## src/rtl/shiftreg_seq.sv

```systemverilog
// ---------------------------------------------------------------------------
// shiftreg_seq
//   Multi-cycle universal shift register. A start in IDLE loads the parallel
//   word I and latches mode/dir/amt. The word is then shifted one position per
//   clock for amt steps, and done pulses for one cycle.
//
//   Modes: 00 logical, 01 arithmetic, 10 rotate, 11 serial fill from din.
//   dir: 1 = shift left (toward MSB), 0 = shift right.
//
//   Handshake (valid/ready): start is the request valid. It is accepted only
//   on an edge where the FSM is in IDLE, so IDLE is the implicit ready. start
//   is ignored in SHIFT and DONE, and nothing is queued. Inputs sampled at
//   acceptance are held internally, so later changes to I/mode/dir/amt do
//   nothing. din is the exception: serial mode samples it live on every shift
//   edge. busy is high while shifting. done is a one-cycle pulse, and Q is
//   final while done is high.
//
//   Configuration macro: SHIFTREG_ROTATE_EN
//     defined   : mode 10 rotates (the exiting bit re-enters at the other end)
//     undefined : rotate logic is not built and mode 10 acts as logical
//
// Parameters:
//   WIDTH  data word width (>= 2)
//   AMT_W  width of the shift-amount port
//
// Ports:
//   clk        in   rising-edge clock
//   rst        in   asynchronous active-low reset
//   start      in   operation request, sampled only in IDLE
//   mode       in   [1:0] shift mode
//   dir        in   shift direction, 1 = left
//   din        in   serial fill bit (mode 11 only)
//   amt        in   [AMT_W-1:0] number of single-bit steps
//   I          in   [WIDTH-1:0] parallel load word
//   Q          out  [WIDTH-1:0] register contents
//   sout       out  last bit shifted or rotated out
//   busy       out  high while in SHIFT
//   done       out  one-cycle completion pulse
//   state_dbg  out  [1:0] FSM state: 0 IDLE, 1 SHIFT, 2 DONE
// ---------------------------------------------------------------------------
module shiftreg_seq #(
  parameter int WIDTH = 8,
  parameter int AMT_W = 4
) (
  input  logic             clk,
  input  logic             rst,
  input  logic             start,
  input  logic [1:0]       mode,
  input  logic             dir,
  input  logic             din,
  input  logic [AMT_W-1:0] amt,
  input  logic [WIDTH-1:0] I,
  output logic [WIDTH-1:0] Q,
  output logic             sout,
  output logic             busy,
  output logic             done,
  output logic [1:0]       state_dbg
);

  typedef enum logic [1:0] {
    IDLE  = 2'd0,
    SHIFT = 2'd1,
    DONE  = 2'd2
  } state_t;

  localparam logic [1:0] MODE_LOGIC  = 2'b00;
  localparam logic [1:0] MODE_ARITH  = 2'b01;
  localparam logic [1:0] MODE_ROTATE = 2'b10;
  localparam logic [1:0] MODE_SERIAL = 2'b11;

  state_t           state;
  logic [1:0]       mode_r;
  logic             dir_r;
  logic [AMT_W-1:0] cnt;
  logic [WIDTH:0]   step_res;   // {exiting bit, next Q}

  assign state_dbg = state;

  // One single-bit step. The result is {bit shifted out, new word}.
  function automatic logic [WIDTH:0] shift_step(
    input logic [WIDTH-1:0] q,
    input logic [1:0]       m,
    input logic             left,
    input logic             serial_in
  );
    logic           fill;
    logic [WIDTH:0] r;
    fill = 1'b0;
    if (left) begin
      // Arithmetic left is the same as logical left, so it takes the default.
      case (m)
        MODE_SERIAL: fill = serial_in;
`ifdef SHIFTREG_ROTATE_EN
        MODE_ROTATE: fill = q[WIDTH-1];
`endif
        default:     fill = 1'b0;
      endcase
      r = {q[WIDTH-1], q[WIDTH-2:0], fill};
    end else begin
      case (m)
        MODE_ARITH:  fill = q[WIDTH-1];
        MODE_SERIAL: fill = serial_in;
`ifdef SHIFTREG_ROTATE_EN
        MODE_ROTATE: fill = q[0];
`endif
        default:     fill = 1'b0;
      endcase
      r = {q[0], fill, q[WIDTH-1:1]};
    end
    return r;
  endfunction

  always_comb begin
    step_res = shift_step(Q, mode_r, dir_r, din);
  end

  always_ff @(posedge clk or negedge rst) begin
    if (!rst) begin
      state  <= IDLE;
      Q      <= '0;
      sout   <= 1'b0;
      busy   <= 1'b0;
      done   <= 1'b0;
      cnt    <= '0;
      mode_r <= MODE_LOGIC;
      dir_r  <= 1'b0;
    end else begin
      case (state)
        IDLE: begin
          if (start) begin
            Q      <= I;
            sout   <= 1'b0;
            mode_r <= mode;
            dir_r  <= dir;
            cnt    <= amt;
            // A zero amount skips SHIFT, so busy never rises.
            if (amt != '0) begin
              state <= SHIFT;
              busy  <= 1'b1;
            end else begin
              state <= DONE;
              done  <= 1'b1;
            end
          end
        end
        SHIFT: begin
          {sout, Q} <= step_res;
          cnt       <= cnt - AMT_W'(1);
          // cnt == 1 means this edge does the final step.
          if (cnt == AMT_W'(1)) begin
            state <= DONE;
            busy  <= 1'b0;
            done  <= 1'b1;
          end
        end
        DONE: begin
          done  <= 1'b0;
          state <= IDLE;
        end
        default: begin
          state <= IDLE;
          busy  <= 1'b0;
          done  <= 1'b0;
        end
      endcase
    end
  end

endmodule

```

## config.mk

```make
export PLATFORM = sky130hd
export DESIGN_NAME = shiftreg_seq
export DESIGN_NICKNAME = d
export VERILOG_FILES = /design/src/rtl/shiftreg_seq.sv
export SDC_FILE = /design/constraint.sdc
export NUM_CORES = 1
export LEC_CHECK = 0
export CORE_UTILIZATION = 46
export DETAILED_ROUTE_END_ITERATION = 8
export GPL_TIMING_DRIVEN = 1
export PLACE_DENSITY_LB_ADDON = 0.3
export SKIP_LAST_GASP = 1
export SLEW_MARGIN = 20
export SYNTH_ARGS = -nofsm -noshare
export SYNTH_HDL_FRONTEND = slang
export SYNTH_SLANG_ARGS = --single-unit
```

## constraint.sdc

```tcl
create_clock -name clk -period 1.83 [get_ports clk]
set_input_delay 0.2745 -clock clk [delete_from_list [all_inputs] [get_ports clk]]
set_output_delay 0.2745 -clock clk [all_outputs]
set_load 0.05 [all_outputs]
```

==> results of run 1 <==
[kinds of logic (layout without fill, tap and decap cells)]
kind of cell / Yosys count / after routing
mux: 11 / 11
buf+inv: 12 / 44
flops: 20 / 20
simple gates: 22 / 22
compound gates: 36 / 36
fa+ha+maj: 2 / 2
[sequential cells by signal, indices dropped and copies added (netlist names)]
register and count:
sout 1, Q 8, mode_r 2, state_dbg 2
dir_r 1, cnt 4, done 1, busy 1
[path summary, 6_finish.rpt]
check                                              start                     to  slack, ns  depth (start not counted)
max in group asynchronous                            rst       Q[4]$_DFFE_PN0P_       1.30                          2
worst max register to register  state_dbg[1]$_DFFE_PN0P_  mode_r[0]$_DFFE_PN0P_       0.25                          3
worst max-delay path                    sout$_DFFE_PN0P_                   sout       0.09                          1
worst min register to register          done$_DFFE_PN0P_       done$_DFFE_PN0P_       0.51                          2
min in group clk                        done$_DFFE_PN0P_       done$_DFFE_PN0P_       0.51                          2
worst min-delay path                                 rst       Q[0]$_DFFE_PN0P_       0.31                          2
[cell usage in the layout, fill, tap and decap left out, types with 4 or more instances in the layout]
cell,Yosys,routed
nand2b_1,5,5
mux2i_1,8,8
dfrtp_1,20,20
o22a_1,7,7
inv_1,4,4
a21oi_1,5,5
clkdlybuf4s50_1,0,21
dlymetal6s2s_1,0,4
a2bb2oi_1,7,7
buf_4,0,10
nor2_1,4,4
[area by class of cell]
cell class	instances	area share, %
sequential	20	33.1
timing repair buffer	37	24.9
tap	28	2.32
inverter	4	0.994
clock buffer	3	1.49
multi-input combinational	71	37.2
[power by group]
group	leakage (nW)	total, mW	switching (mW)	internal, mW
combinational	0.416	1.82	1.01	0.817
sequential	0.229	0.961	0.299	0.662
clock	0.0138	0.205	0.129	0.0766
[routing by layer]
layer	track usage (%)	up-vias	wire length (µm)
met5	0	-	0
met4	5.41	0	28
met2	39.3	38	1340
li1	-	457	-
met3	2.68	6	153
met1	29.8	477	1180
[stage by stage]
step / setup WS, ns / hold slack, ns / total power [mW] / instances
6_report: 0.0925 / 0.312 / 2.99 / 163
5_1_grt: 0.0327 / 0.345 / 3.17 / 163
2_1_floorplan: 0.323 / -0.0211 / 2.19 / 103
3_5_place_dp: 0.127 / 0.483 / 2.79 / 160
3_3_place_gp: 0.175 / 0.469 / 2.72 / 160
4_1_cts: 0.00224 / 0.321 / 3.00 / 163
==> run metrics, run 1 <==
hpwl dp 1920 µm; Most used DFF post-synth dfrtp_1; post-synth top area share 44.9%; class of the worst hold path in2async; final hold vios 0; Syn Area/Cell 10.8 µm²; Yosys reg bits 20; pin count of the biggest net entering global routing 21; top-count cell post-synth dfrtp_1; port buffer count 31; Core ar. 2250 µm²; multiplexer area fraction after synthesis 10.2%; crit path launch type register; Iteration-0 DRC Markers 13; die footprint 2620 µm²; fmax 0.576 GHz; Post-Synth XOR/XNOR Area 0%; critical path arrival 1.46 ns; compound-gate portion of the synthesized area 25.6%; vias in the first global route 927; Reg clk slew, reported paths 0.11 ns; DRC 0; GPL Wtd Cong 0.909; Post-Synthesis Cells 103; Setup violations, final 0; row count 17; slowest stage delay, CP 0.80 ns; Worst setup EP type primary output; drt wl/cell 16.6 µm; fin area 1510 µm²; vias per cell 6.00; fill cell count 201; Die Wd 51.2 µm; Final ANT Viol Nets 0; Mapped Area 1110 µm²; fin. max-slew vios 0; Area Growth Syn to Fin 35.5%; Final period util 94.9%; CTS Sinks 20; worst vdd ir 1060 µV; clk root buf clkbuf_4; critical-path cell list clkdlybuf4s50_1; Worst Path Buf+Inv 1; Die Y 51.2 µm; RSZ-0062 raised after global routing no; CP delay by family, top buffers and inverters; main combinational cell family by area after synthesis compound AO/OA/AOI/OAI gates; layout cells sized above 1 16.3%; Register Area 500 µm²; MaxCap Viol Count 0; number of flops mapped to enable cells by yosys 0; initial core utilization 49.4%; Multi-input gate area 562 µm²; Final TNS setup 0 ns; Clock Skews 0.00762 ns; run status finished, final reports clean; Worst-Margin Slew 0.566 ns; Static Leak 0.659 nW; Mapped Nets 124; H-tree lvl count 1; synth cell count leaders 20 x dfrtp_1, 8 x mux2i_1, 7 x a2bb2oi_1, 7 x o22a_1, 6 x buf_2; Clock Latency Late Sink 0.29 ns; first-pass GRT wire length 4330 µm; Pwr per Cell Area 1980 nW/µm²; post-layout util 67.0%; synthesized-area fraction occupied by adder cells 2.24%; final WL 2700 µm; simple-gate portion of the synthesized area 12.3%; WP data required 1.56 ns; ant diodes 0; initial antenna violation count 0; CTS tree yes; total track usage 22.5%; placed inst area 1480 µm²; Synth Warn # 0; nets 158; Slew headroom 62.2%; Post-synth ARST share 100%; Resize count post-CTS 0; Critical-path top delay cell clkdlybuf4s50_1; dominant cell type by area after synthesis dfrtp_1; Ports 32; Overflow after GRT 0; CTS Buffer Depth 2; Netlist cell types 36; Area contributors post-synth dfrtp_1 45%, mux2i_1 7.2%, a2bb2oi_1 5.5%, o22a_1 5.5%, mux2_2 3.0%; post-CTS setup buffers 0; crit path max fanout 2; sequential area share after synthesis 44.9%; DR vias 978; Tmin final 1.74 ns; Post-CTS Hold Fix Bufs 0; critical path class reg2out; number of CTS-inserted buffers 3; Initial DRT Pass Iterations 4
Power figures use the tool's default switching activity.
==> inputs of run 2 (changes only) <==
--- a/config.mk
+++ b/config.mk
@@ -8,7 +8,7 @@
 export CORE_UTILIZATION = 46
 export DETAILED_ROUTE_END_ITERATION = 8
 export GPL_TIMING_DRIVEN = 1
-export PLACE_DENSITY_LB_ADDON = 0.3
+export PLACE_DENSITY_LB_ADDON = 0.05
 export SKIP_LAST_GASP = 1
 export SLEW_MARGIN = 20
 export SYNTH_ARGS = -nofsm -noshare
==> run 2 against run 1 <==
  * Fmax decreased by 0.77%
  * Sequential power decreased by 1%
  * Power about the same
  * Sequential share of layout area increased by 0.19 points
  * Clock skew decreased by 0.0026 ns
  * Worst hold slack got worse by 0.024 ns
  * Cell count unchanged
  * Sequential cell count unchanged
  * Utilization decreased by 0.39 points
  * Clock power increased by 29%
  * Die area unchanged
  * Largest cell class unchanged
==> run metrics, run 2 (synthesis results as in run 1) <==
run status finished, final reports clean; Reg clk slew, reported paths 0.12 ns; critical-path cell list clkdlybuf4s50_1; Overflow after GRT 0; critical path class reg2out; port buffer count 31; Iteration-0 DRC Markers 13; Die Wd 51.2 µm; fin area 1500 µm²; R2R cell count 4; pin count of the biggest net entering global routing 21; Hold Slack 0.288 ns; MaxCap Viol Count 0; most flop-heavy register Q; layout cells sized above 1 16.3%; Critical R2R Launch cnt[0]$_DFFE_PN0P_; Clock power frac 8.9%; Initial DRT Pass Iterations 4; Logic pwr share 59.3%; worst vdd ir 1130 µV; WP data required 1.56 ns; RR Endpoint busy$_DFFE_PN0P_; fmax 0.571 GHz; final worst slack 0.0790 ns; RSZ-0062 raised after global routing no; hpwl dp 1910 µm; Critical-path top delay cell clkdlybuf4s50_1; vias in the first global route 914; Worst setup EP type primary output; Tmin final 1.75 ns; DP Cell Count 159; Final TNS setup 0 ns; commonest non-fill, non-tap cells in the layout 21 x clkdlybuf4s50_1, 20 x dfrtp_1, 9 x buf_4, 8 x mux2i_1; Area Growth Syn to Fin 34.7%; slowest stage delay, CP 0.80 ns; Psw 1.43 mW; final WL 2580 µm; drt wl/cell 15.8 µm; Finished Layout Cells 163; clk root buf clkbuf_4; DRC 0; CTS tree yes; crit path max fanout 2; Static Leak 0.634 nW; number of CTS-inserted buffers 3; die footprint 2620 µm²; Design Power 2.99 mW; Reg2Reg Setup Slack 0.32 ns; Flop pwr share 31.8%; CTS Sinks 20; initial antenna violation count 0; class of the worst hold path in2async; nets 157; placed inst area 1470 µm²; Worst Path Buf+Inv 1; row count 17; Post-CTS Hold Fix Bufs 0; top flop regs Q: 8 flops, cnt: 4 flops; Worst-Margin Slew 0.538 ns; CP delay by family, top buffers and inverters; critical path arrival 1.48 ns; first-pass GRT wire length 4260 µm; Setup violations, final 0; total track usage 22.2%; Sw Share 47.7%; initial core utilization 49.4%; Core ar. 2250 µm²; final hold vios 0; CTS Buffer Depth 2; GPL Wtd Cong 0.757; most common cell after layout, fill and taps aside clkdlybuf4s50_1; H-tree lvl count 1; vias per cell 5.96; Clock Latency Late Sink 0.31 ns; Slew headroom 64.1%; Final ANT Viol Nets 0; Ports 32; DR vias 972; number of flip-flops in the largest register 8; Clock Skews 0.00500 ns; crit path launch type register; ant diodes 0; fill cell count 193; Pwr per Cell Area 1990 nW/µm²; post-layout util 66.6%; worst slack, placed 0.148 ns; fin. max-slew vios 0; Final period util 95.7%; internal power 1.56 mW; Die Y 51.2 µm
## run 2: cell types whose count changed in the layout (fill, tap and decap cells not counted)
cell,change
dlygate4sd2_1,+4
buf_4,-1
dlymetal6s2s_1,-4
clkbuf_8,+1
## run 2: what timing repair did
action	CTS	global route
resized for setup	4	0
buffers inserted	0	0
endpoints found under the setup margin	4	0
## run 2: area by class of cell
type / count / area, µm² / area share (%)
Multi-Input combinational cell: 71 / 562 / 37.4
Timing Repair Buffer: 36 / 353 / 23.5
Inverter: 4 / 15.0 / 1.00
Sequential cell: 20 / 500 / 33.3
Tap cell: 28 / 35.0 / 2.33
Clock buffer: 4 / 36.3 / 2.42
## run 2: how the worst max path moves through the flow
stage,end,cells after the start,from,slack (ns)
after floorplan,Q[7]$_DFFE_PN0P_,4,state_dbg[0]$_DFFE_PN0P_,0.32
after global placement,dir_r$_DFFE_PN0P_,4,start,0.17
after detailed placement,mode_r[1]$_DFFE_PN0P_,4,start,0.15
after CTS,sout,1,sout$_DFFE_PN0P_,0.06
after global routing,busy,1,busy$_DFFE_PN0P_,0.03
final,busy,1,busy$_DFFE_PN0P_,0.08
## run 2: metal layers
metal / up-vias / part of all wire, % / track usage [%]
met5: - / 0 / 0
met4: 0 / 0.74 / 7.66
met3: 2 / 3.9 / 2.98
met2: 25 / 49 / 37.1
met1: 490 / 47 / 29.4
li1: 455 / - / -
## run 2: power groups by stage
stage	registers [mW]	logic, mW	clock network, mW
floorplan	1.30	0.889	0
global placement	0.946	1.77	0
detailed placement	0.959	1.81	0
CTS	0.949	1.79	0.279
global route	0.980	1.91	0.292
finish	0.951	1.77	0.265
==> patch 1, RTL diff (settings of run 1) <==
Add a define of `SHIFTREG_ROTATE_EN`.
--- a/src/rtl/shiftreg_seq.sv
+++ b/src/rtl/shiftreg_seq.sv
@@ -39,4 +39,6 @@
 //   state_dbg  out  [1:0] FSM state: 0 IDLE, 1 SHIFT, 2 DONE
 // ---------------------------------------------------------------------------
+`define SHIFTREG_ROTATE_EN
+
 module shiftreg_seq #(
   parameter int WIDTH = 8,
Behaviour: not the same (a bounded check fails within 4 cycles, from zero or initial values and one cycle with rst low).
==> patch 1 against run 1 <==
  * Count of clock-buffer cells in the layout increased by 1
  * Power increased by 0.39%
  * Utilization increased by 2.3 points
  * Routed wire length increased by 0.70%
  * Area after synthesis increased by 1.7%
  * Clock skew decreased by 0.0027 ns
  * Design area increased by 4.5%
  * Synthesized cell count increased by 4.9%
  * Sequential cell count unchanged
  * Cell count increased by 6.1%
  * Worst setup slack got worse by 0.031 ns
==> patch 1: results <==
export IMPL_synth_top_cells_by_area="sky130_fd_sc_hd__dfrtp_1 (44%), sky130_fd_sc_hd__mux2_2 (7.0%), sky130_fd_sc_hd__a22oi_1 (4.0%)"
export IMPL_cts_htree_levels=1
export IMPL_worst_path_max_delay_cell="sky130_fd_sc_hd__clkdlybuf4s50_1"
export IMPL_n_fill_cell=188
export IMPL_p_leak_nw=0.7218
export IMPL_met3WireLength_um=162
export IMPL_routed_wl_met2_um=1259
export IMPL_dp_final_hpwl_um=2043
export IMPL_root_buffer="sky130_fd_sc_hd__clkbuf_4"
export IMPL_global_route_usage_met1_pct=30.73
export IMPL_first_pass_grt_wire_length_um=4485
export IMPL_vdd_ir_drop_worst_mv=1.270
export IMPL_globalRouteMet2Util_pct=37.01
export IMPL_synth_xor_area_share_pct=0
export IMPL_synth_main_ff_cell="sky130_fd_sc_hd__dfrtp_1"
export IMPL_crit_path_max_incr_delay_ns=0.81
export IMPL_num_vias=1004
export IMPL_ys_warn_count=0
export IMPL_io_buffer_count=31
export IMPL_antenna_found_initial=0
export IMPL_path_max_fanout=2
export IMPL_vias_in_the_first_global_route=981
export IMPL_worst_endpoint_arrival_ns=1.49
export IMPL_synth_lib_cells_used_distinct=34
export IMPL_avgRoutedWirePerCell_um=15.72
export IMPL_tritoncts_buffer_count=3
export IMPL_top_layer_reached_by_signal_wires="met4"
export IMPL_dpl_cell_count=169
export IMPL_layout_drive_gt1_share_pct=20.00
export IMPL_worst_path_dominant_cell_family="buffers and inverters"
export IMPL_place_ws_ns=0.1561
export IMPL_setup_skew_after_layout_ns=0.004881
export IMPL_dr_pass1_iters=5
export IMPL_drt_met1_wl_um=1259
export IMPL_met3_usage_pct=3.509
export IMPL_grt_usage_pct=23.05
export IMPL_top_regs="Q (8), cnt (4)"
export IMPL_layout_area_overhead_vs_synth_pct=39.18
export IMPL_synth_mux_area_share_pct=11.81
export IMPL_synth_most_common_cell="sky130_fd_sc_hd__dfrtp_1"
export IMPL_cts_max_path_buffers=2
export IMPL_arithmetic_cell_share_of_the_synthesized_area_counting_full_adders_half_adders_and_majority_gates_pct=2.208
export IMPL_netlist_top_cells_count="sky130_fd_sc_hd__dfrtp_1 (20), sky130_fd_sc_hd__nand2_1 (9), sky130_fd_sc_hd__o21ai_0 (8), sky130_fd_sc_hd__a21oi_1 (7), sky130_fd_sc_hd__mux2_2 (7)"
export IMPL_dr_first_iter_drc_count=24
export IMPL_synthesis_area_per_instance_um2=10.50
export IMPL_post_cts_resize_count=1
export IMPL_hp_class="input pin to async pin"
export IMPL_place_area_um2=1528
export IMPL_globalplace_congestion=0.7866
export IMPL_outcome="finished clean"
export IMPL_synth_compound_area_share_pct=22.85
export IMPL_relSlewSlack_pct=66.30
export IMPL_fraction_of_registers_with_async_set_reset_pct=100.0
export IMPL_synth_nets=129
export IMPL_synth_seq_area_share_pct=44.15
export IMPL_wirelength_um=2719
patch 1: cell count changes after synthesis, sizes merged, moves of 4 or more:
cell     change
nand2b       -4
mux2i        -7
o22a         -4
a2bb2oi      -6
mux2         +8
nand2        +8
o21ai        +5
a22oi        +6
patch 1: final timing paths:
kind                             end  slack [ns]   start  cells past startpoint
min in group clk                done        0.51    done                      2
worst max register to register  busy        0.29  cnt[1]                      5
worst max-delay path            busy        0.06    busy                      1
max in group asynchronous       Q[3]        1.33     rst                      2
worst min-delay path            Q[7]        0.29     rst                      2
worst min register to register  done        0.51    done                      2
patch 1: power by group:
part | switching [mW] | internal, mW
Clock | 0.136 | 0.121
Sequential | 0.272 | 0.658
Combinational | 1.02 | 0.794
patch 1: final cells by class:
type                            instances  area share [%]
Clock buffer                            4           2.300
Inverter                                4          0.9516
Multi-Input combinational cell         78           37.35
Sequential cell                        20           31.72
Tap cell                               28           2.220
Timing Repair Buffer                   39           25.46
==> patch 2, RTL diff (settings of run 1) <==
Made on the original files. Reset style: synchronous (`rst`), changed in one clocked block. Comments in the files are not updated.
--- a/src/rtl/shiftreg_seq.sv
+++ b/src/rtl/shiftreg_seq.sv
@@ -115,5 +115,5 @@
   end
 
-  always_ff @(posedge clk or negedge rst) begin
+  always_ff @(posedge clk) begin
     if (!rst) begin
       state  <= IDLE;
Check against the original RTL: differs if rst is asserted again (counterexample within 4 cycles, from zero or initial values and one cycle with rst low); with rst held inactive, the same outputs for 10 cycles.
==> patch 2 against run 1 <==
  * Area after synthesis is 0.34% lower
  * Worst setup slack worse by 0.017 ns
  * Routed wire length is 2.3% lower
  * Sequential cell count stayed put
  * Design area is 0.83% lower
  * Die area is 0.33% lower
  * Critical path depth stayed put
  * Largest cell class unchanged
Power is not compared: it rests on default switching activity, and its combinational part moved more than twofold at a synthesized area within 25%.
==> patch 2: results <==
export IMPL_hold_ws_ns=0.4978
export IMPL_synth_seq_area_share_pct=36.04
export IMPL_dpl_cell_count=173
export IMPL_post_cts_resize_count=3
export IMPL_layout_drive_gt1_share_pct=14.77
export IMPL_syn_inst=116
export IMPL_grt_start_max_net_pins=14
export IMPL_avgViaCountPerCell=5.763
export IMPL_netlist_top_cells_count="sky130_fd_sc_hd__dfxtp_1 (20), sky130_fd_sc_hd__nor2_1 (12), sky130_fd_sc_hd__a211oi_1 (7), sky130_fd_sc_hd__o21ai_0 (6)"
export IMPL_n_fill_cell=192
export IMPL_synth_lib_cells_used_distinct=39
export IMPL_cp_startpoint="sout"
export IMPL_fraction_of_registers_with_async_set_reset_pct=0
export IMPL_grt_usage_pct=22.67
export IMPL_insertion_delay_ns=0.32
export IMPL_first_pass_grt_wire_length_um=4471
export IMPL_r2r_end="done"
export IMPL_outcome="finished clean"
export IMPL_cts_reportedPaths_clkPinSlew_ns=0.13
export IMPL_setup_skew_after_layout_ns=0.01175
export IMPL_timing_reg2reg_worst_path_depth=4
export IMPL_hp_class="flip-flop to flip-flop"
export IMPL_dp_final_hpwl_um=1874
export IMPL_wirelength_um=2639
export IMPL_worst_endpoint_arrival_ns=1.48
export IMPL_synth_nets=137
export IMPL_reg2reg_from="cnt[0]"
[patch 2: final cells by class]
class,count,share of cell area (%)
inverter,6,1.504
clock inverter,1,2.005
timing repair buffer,36,24.31
tap,28,2.339
multi-input combinational,83,41.60
sequential,20,26.73
clock buffer,3,1.504
[patch 2: per-layer routing]
layer	wire length, µm	part of all wire [%]
met1	1208	46
met2	1248	47
met5	0	0
met3	122	4.6
met4	60	2.3
[patch 2: per-stage QoR]
stage                     setup WS [ns]  utilization [%]
final                           0.07525            66.43
after detailed placement         0.1288            63.71
after global placement           0.1525            63.71
after global routing            0.03960            66.43
after CTS                      0.007798            65.87
after floorplan                  0.3081                -
[patch 2: kinds of logic after synthesis]
family	after synthesis	share of synthesized area (%)
adders and majority gates	2	2.252
buffers and inverters	13	7.882
DFF	20	36.04
muxes	10	11.15
AOI/OAI and AO/OA	34	22.63
and+or+nand+nor	37	20.04
